File: src/rtl/alu_arbiter.sv
// Two-requester round-robin front end for a shared external ALU.
// One command in flight: IDLE accepts, EXEC waits one cycle for the ALU, RESP holds the result.
module alu_arbiter #(
  parameter int WIDTH = 32
) (
  input  logic             clk,
  input  logic             rst_n,
  input  logic             req0_valid,
  output logic             req0_ready,
  input  logic [WIDTH-1:0] req0_a,
  input  logic [WIDTH-1:0] req0_b,
  input  logic [3:0]       req0_sel,
  input  logic             req0_cin,
  input  logic             req1_valid,
  output logic             req1_ready,
  input  logic [WIDTH-1:0] req1_a,
  input  logic [WIDTH-1:0] req1_b,
  input  logic [3:0]       req1_sel,
  input  logic             req1_cin,
  output logic             rsp0_valid,
  input  logic             rsp0_ready,
  output logic [WIDTH-1:0] rsp0_y,
  output logic [3:0]       rsp0_flags,
  output logic             rsp1_valid,
  input  logic             rsp1_ready,
  output logic [WIDTH-1:0] rsp1_y,
  output logic [3:0]       rsp1_flags,
  output logic [WIDTH-1:0] alu_a,
  output logic [WIDTH-1:0] alu_b,
  output logic [3:0]       alu_sel,
  output logic             alu_cin,
  input  logic [WIDTH-1:0] alu_y,
  input  logic             alu_cout,
  input  logic             alu_neg,
  input  logic             alu_zero,
  input  logic             alu_ovf,
  output logic             busy,
  output logic [1:0]       dbg_state
);

  // Handshake: a transfer happens on a rising clk edge where valid and ready are both high.
  typedef enum logic [1:0] {
    S_IDLE = 2'd0,
    S_EXEC = 2'd1,
    S_RESP = 2'd2
  } state_t;

  state_t           state_q, state_d;
  logic             last_grant_q, last_grant_d;
  logic             owner_q, owner_d;
  logic [WIDTH-1:0] alu_a_q, alu_a_d;
  logic [WIDTH-1:0] alu_b_q, alu_b_d;
  logic [3:0]       alu_sel_q, alu_sel_d;
  logic             alu_cin_q, alu_cin_d;
  logic [WIDTH-1:0] rsp0_y_q, rsp0_y_d;
  logic [WIDTH-1:0] rsp1_y_q, rsp1_y_d;
  logic [3:0]       rsp0_flags_q, rsp0_flags_d;
  logic [3:0]       rsp1_flags_q, rsp1_flags_d;
  logic             grant0, grant1;
  logic             rsp_done;

  // On a tie the requester that did not win last time gets the grant.
  assign grant0 = req0_valid && (!req1_valid || last_grant_q);
  assign grant1 = req1_valid && (!req0_valid || !last_grant_q);
  assign rsp_done = owner_q ? rsp1_ready : rsp0_ready;

  always_comb begin
    state_d      = state_q;
    last_grant_d = last_grant_q;
    owner_d      = owner_q;
    alu_a_d      = alu_a_q;
    alu_b_d      = alu_b_q;
    alu_sel_d    = alu_sel_q;
    alu_cin_d    = alu_cin_q;
    rsp0_y_d     = rsp0_y_q;
    rsp1_y_d     = rsp1_y_q;
    rsp0_flags_d = rsp0_flags_q;
    rsp1_flags_d = rsp1_flags_q;
    case (state_q)
      S_IDLE: begin
        if (grant0 || grant1) begin
          owner_d      = grant1;
          last_grant_d = grant1;
          alu_a_d      = grant1 ? req1_a   : req0_a;
          alu_b_d      = grant1 ? req1_b   : req0_b;
          alu_sel_d    = grant1 ? req1_sel : req0_sel;
          alu_cin_d    = grant1 ? req1_cin : req0_cin;
          state_d      = S_EXEC;
        end
      end
      S_EXEC: begin
        if (owner_q) begin
          rsp1_y_d     = alu_y;
          rsp1_flags_d = {alu_cout, alu_neg, alu_zero, alu_ovf};
        end else begin
          rsp0_y_d     = alu_y;
          rsp0_flags_d = {alu_cout, alu_neg, alu_zero, alu_ovf};
        end
        state_d = S_RESP;
      end
      S_RESP: begin
        if (rsp_done) state_d = S_IDLE;
      end
      default: state_d = S_IDLE;
    endcase
  end

  always_ff @(posedge clk or negedge rst_n) begin
    if (!rst_n) begin
      state_q      <= S_IDLE;
      last_grant_q <= 1'b1;
      owner_q      <= 1'b0;
      alu_a_q      <= '0;
      alu_b_q      <= '0;
      alu_sel_q    <= '0;
      alu_cin_q    <= 1'b0;
      rsp0_y_q     <= '0;
      rsp1_y_q     <= '0;
      rsp0_flags_q <= '0;
      rsp1_flags_q <= '0;
    end else begin
      state_q      <= state_d;
      last_grant_q <= last_grant_d;
      owner_q      <= owner_d;
      alu_a_q      <= alu_a_d;
      alu_b_q      <= alu_b_d;
      alu_sel_q    <= alu_sel_d;
      alu_cin_q    <= alu_cin_d;
      rsp0_y_q     <= rsp0_y_d;
      rsp1_y_q     <= rsp1_y_d;
      rsp0_flags_q <= rsp0_flags_d;
      rsp1_flags_q <= rsp1_flags_d;
    end
  end

  // Ready is gated by rst_n so both stay low while reset is asserted.
  assign req0_ready = rst_n && (state_q == S_IDLE) && grant0;
  assign req1_ready = rst_n && (state_q == S_IDLE) && grant1;
  assign rsp0_valid = (state_q == S_RESP) && !owner_q;
  assign rsp1_valid = (state_q == S_RESP) && owner_q;
  assign rsp0_y     = rsp0_y_q;
  assign rsp1_y     = rsp1_y_q;
  assign rsp0_flags = rsp0_flags_q;
  assign rsp1_flags = rsp1_flags_q;
  assign alu_a      = alu_a_q;
  assign alu_b      = alu_b_q;
  assign alu_sel    = alu_sel_q;
  assign alu_cin    = alu_cin_q;
  assign busy       = (state_q != S_IDLE);
  assign dbg_state  = state_q;

endmodule

File: config.mk
export PLATFORM = sky130hd
export DESIGN_NAME = alu_arbiter
export DESIGN_NICKNAME = d
export VERILOG_FILES = /design/src/rtl/alu_arbiter.sv
export SDC_FILE = /design/constraint.sdc
export NUM_CORES = 1
export LEC_CHECK = 0
export BUFFER_PORTS_ARGS = -buffer_cell sky130_fd_sc_hd__buf_2
export CAP_MARGIN = 10
export CORE_ASPECT_RATIO = 2
export CORE_MARGIN = 2
export CORE_UTILIZATION = 42
export CTS_CLUSTER_SIZE = 40
export DETAILED_ROUTE_END_ITERATION = 7
export GPL_ROUTABILITY_DRIVEN = 1
export PLACE_DENSITY = 0.77
export RECOVER_POWER = 100
export SYNTH_ARGS = -nofsm -noshare
export SYNTH_HDL_FRONTEND = slang
export SYNTH_SLANG_ARGS = --single-unit
File: constraint.sdc
create_clock -name clk -period 1.6 [get_ports clk]
set_input_delay 0 -clock clk [delete_from_list [all_inputs] [get_ports clk]]
set_output_delay 0 -clock clk [all_outputs]
set_load 0.01 [all_outputs]
# == Yosys cells after proc, flatten, opt, wreduce, memory -nomap -nowiden ==
# Cells that the tools add are included.
# totals
reg_bits,145
out_inout_bits,148
word_cells,44
# op_classes
n_eq_ne,4
n_mux,8
bitwise,1
reduce_logical,20
# op_table
cell,count
$mux 32,2
$reduce_and 2->1,4
$logic_and 1x1->1,7
$pmux 2 s3,1
$logic_not 1->1,4
$mux 2,2
$mux 4,1
$ne 2x2->1 const B,2
$logic_or 1x1->1,3
$eq 2x1->1 const B,1
$eq 2x2->1 const B,1
$logic_not 2->1,1
$mux 1,2
$reduce_bool 2->1,1
$not 1->1,1

# == Longest topological paths before layout ==
# depth
depth_word,6
depth_mapped,5
depth_no_buf,3

# == Worst setup path before layout ==
# No wires, ideal clock.
# synth_timing
path_type,reg-to-reg
from,register last_grant_q
to,"register alu_a_q[10], in the netlist alu_a[10]"
setup_ps,125
arrival_time_ps,1504
required_ps,1475
slack_ps,-29
path_stages_with_launch,6
period_less_slack_ps,1629
path_cell_list,dfstp_2 -> a21bo_1 -> buf_6 -> buf_12 -> mux2_4 -> mux2_4
# synth_via
elab_chain_cells,5
elab_cells_between_ends,8
classes_between,mux (1); reduce/logical (7)
# synth_rtl
element,line,rtl
from (decl),49,"logic last_grant_q, last_grant_d;"
from (signal assigned),123,last_grant_q <= last_grant_d;
$logic_not 1->1,64,assign grant1 = req1_valid && (!req0_valid || !last_grant_q);
$logic_or 1x1->1,64,
$logic_and 1x1->1,64,
$logic_or 1x1->1,81,if (grant0 || grant1) begin
$reduce_and 2->1 (no source line),-,
to (signal assigned),125,alu_a_q <= alu_a_d;
to (decl),51,"logic [WIDTH-1:0] alu_a_q, alu_a_d;"
# Parallel ways exist; a longest one is shown, timed or not.
# A chain may end at the register's enable or synchronous reset.

# == Worst setup path after layout ==
# layout_timing
from,register last_grant_q
to,"register alu_b_q[0], in the netlist alu_b[0]"
# layout_via
elab_chain_cells,5
elab_cells_between_ends,8
classes_between,mux (1); reduce/logical (7)
# layout_rtl
element,line,rtl
$logic_not 1->1,64,
$logic_or 1x1->1,64,
$logic_and 1x1->1,64,
$logic_or 1x1->1,81,
$reduce_and 2->1 (no source line),-,
to (signal assigned),126,alu_b_q <= alu_b_d;
to (decl),52,"logic [WIDTH-1:0] alu_b_q, alu_b_d;"
# Parallel ways exist; a longest one is shown, timed or not.

==> results.md <==
* TritonRoute pass-1 iters at 4
* Clk root buf: clkbuf_16
* Routed met1 length at 8.22 mm
* CTS tree: built
* Max Slew Vio Count at 0
* R2r endpoint: alu_b[0]
* Placed inst area at about 9000 um2
* Final worst path period share at 1.04
* Synth Area in XOR/XNOR at 0
* P_leak at 5.21 nW
* Worst-path clk slew at roughly 0.06 ns
* Ys Warns at 0
* Critical Path Sink: alu_b[0]
* Initial antenna violation count at 0
* Synth area leaders: dfrtp_1, mux2_4, mux2_2, buf_12, buf_4
* Pwr Total at 19.5 mW
* Netlist cell types at 20
* Flop-to-flop setup slack at -0.07 ns
* Max-Cap Viols at 0
* Clk_lat worst skew at roughly 0.42 ns
* Syn Nets at between 500 and 600
* Compound-Gate Fraction of Synth Area at 0.00656
* Worst r2r src: last_grant_q
* Row Count at 66
* Largest family of logic cells by synthesized area: multiplexers
* Fin nets at 1099
* Post-Synth Adder-Cell Area at 0
* Avg Cell Area, Syn at between 15 and 20 um2
* Die width at about 94 um
* Gr usage total at 0.249
* RSZ-0062 raised after global routing: true
* ANT nets after route at 0
* Startpoint Class: flip-flop
* R2r worst-path depth at 4
* First-pass GRT wire length at roughly 33 mm
* # diodes at 0
* Synthesized flop and latch total at about 150
* Failing checks: setup timing
* Finish-stage setup viols at between 60 and 70
* Layout cell share with drive strength beyond 1 at 0.475
* Critical path peak fanout at 23
* Post-Syn Area at 6860 um2
* Clock skew at 0.0108 ns
* Critical Path Sink Type: flip-flop
* Fill count at around 1100
* Crit Path Class: reg2reg
* Htree depth at 4
* WL final at 21.8 mm
* Initial Utilization at 0.426
* DR WL/cell at about 19 um
* Top cell type's share of synthesized area at 0.525
* Uppermost layer routed: met4
* Cell-by-cell trace of the critical path: a21bo_4 > buf_12 > mux2_4 > mux2_4
* Layout area overhead at 59.8%
* Crit-path most repeated cell: mux2_4
* Die height at around 180 um
* Clock sink count at roughly 150
* Post-route insts no fill at about 1100
* Simple-gate portion of the synthesized area at 0.00693
* Remaining Overflow, GRT at 0
* Crit path DAT at between 1.5 and 2 ns
* Post-Synthesis Cells at approximately 400
* Util after Layout at 0.681
* Worst-Margin Slew at around 0.95 ns
* Final weighted congestion in routability-driven placement at around 0.77
* DRC at 0
* Slowest cell on the critical path: dfstp_2
* WP data required at between 1.5 and 2 ns
* Via/cell ratio at 4.79
* Core region area at around 16000 um2
* Status: finished, violations left
* Vias in the first global route at approximately 6000
* Tmin final at roughly 1.7 ns
* Setup ws final at -0.0650 ns
* IO Port Bufs at approximately 330
* DR iter-0 viols at roughly 150
* Largest net degree at the start of global routing at 73
* Post-CTS Setup Bufs at 0
* Peak supply drop at roughly 0.00087 V
* Max Root-Sink Buffers at 2
* PwrDens at approximately 1800 nW/um2
* Post-DP HPWL at roughly 13 mm
* Met2 wire length at ~11 mm
* Io pins at roughly 330
* Post-route cell area at 11000 um2
* Hold Crit Class: in2async
* Final hold viol count at 0
* Post-synthesis mux area share at 0.421
* Num CTS Buffers at 17
* Placed Cells at 924
* DR vias at between 5000 and 6000
* Critical path launch point: last_grant_q
* CP max stage delay at around 0.54 ns
* FMAX at 601 MHz
* Met3 wire length at between 2 and 2.5 mm
* Slew HR at 0.365
* Die area at around 17000 um2
* Sequential share of the synthesized area at 0.529
* Area leader, netlist: dfrtp_1
[critical path: cells and delay by family (launching register included)]
family	cells	cell delay [ns]
compound gates	1	0.18
mux	2	0.59
flops	1	0.54
buf+inv	1	0.22
[synthesized netlist by cell type]
cell      count
a21bo_1       1
nor2_1        5
o21ai_0       2
nor2_2        1
o21a_1        1
a21oi_1       1
buf_6         1
buf_2         8
buf_12        7
buf_4         7
mux2_2       75
inv_1         3
nand2b_1      2
dfrtp_1     144
or2_1         1
a31oi_1       1
nand2_1       1
mux2_4      136
dfstp_2       1
o22ai_1       1
[power by group]
part           switching, mW  internal (mW)  total [mW]
combinational           3.91           4.67        8.58
clock                   1.53           2.61        4.15
sequential              1.21           5.60        6.81
total                   6.65           12.9        19.5
[worst min path at each step]
stage | from | endpoint | slack [ns] | depth (start not counted)
floorplan | rst_n | alu_a[0] | -0.30 | 0
global placement | rst_n | rsp0_y[26] | -0.15 | 1
detailed placement | rst_n | rsp1_y[26] | -0.15 | 1
CTS | rst_n | last_grant_q | 0.11 | 2
global route | rst_n | last_grant_q | 0.32 | 2
finish | rst_n | last_grant_q | 0.30 | 2
[what timing repair did]
action | 4_1_cts | 5_1_grt
resized for setup | 0 | 2
hold buffers | 180 | 0
endpoints found under the setup margin | 66 | 72
endpoints found under the hold margin | 288 | 0
[layout make-up]
type                    instances  area (um2)  area share
clock buffers                  19         433      0.0395
inverters                       3        11.3     0.00103
repair buffers                524        3460       0.315
flip-flops and latches        145        3630       0.331
well taps                     204         255      0.0233
multi-input cells             228        3000       0.273
clock inverters                13         185      0.0169
[through the flow]
step,TNS (ns),setup slack (ns),hold WS (ns)
floorplan,-1.66,-0.0251,-0.296
global placement,-0.435,-0.0191,-0.154
detailed placement,-2.08,-0.0620,-0.150
CTS,-2.77,-0.0711,0.113
global route,-6.93,-0.107,0.316
finish,-2.69,-0.0650,0.296
[layout by cell type (no fill, tap or decap), types with 2 or more instances in the layout]
master	n
clkbuf_16	17
mux2_2	74
clkbuf_4	2
dlygate4sd3_1	180
mux2_4	136
buf_2	182
dfrtp_1	144
nor2_1	6
inv_6	2
bufinv_16	4
clkinvlp_4	2
clkbuf_1	148
inv_1	3
clkinv_4	2
clkinv_2	3
o21ai_0	2
buf_4	7
buf_12	6
[kinds of logic after synthesis]
kind of cell,count (synthesis)
AO/OA/AOI/OAI,7
buffers and inverters,26
AND/OR/NAND/NOR,10
multiplexers,211
flip-flops,145
[per-layer routing]
layer	up-vias	GRT usage
li1	2470	-
met1	2600	0.270
met2	324	0.425
met3	52	0.0883
met4	0	0.127
met5	-	0
[sequential cells by signal (all words and copies together) (netlist names)]
name          cells
alu_a            32
alu_b            32
rsp0_y           32
rsp1_y           32
alu_sel           4
rsp0_flags        4
rsp1_flags        4
dbg_state         2
alu_cin           1
last_grant_q      1
owner_q           1
(Power assumes the default switching activity.)
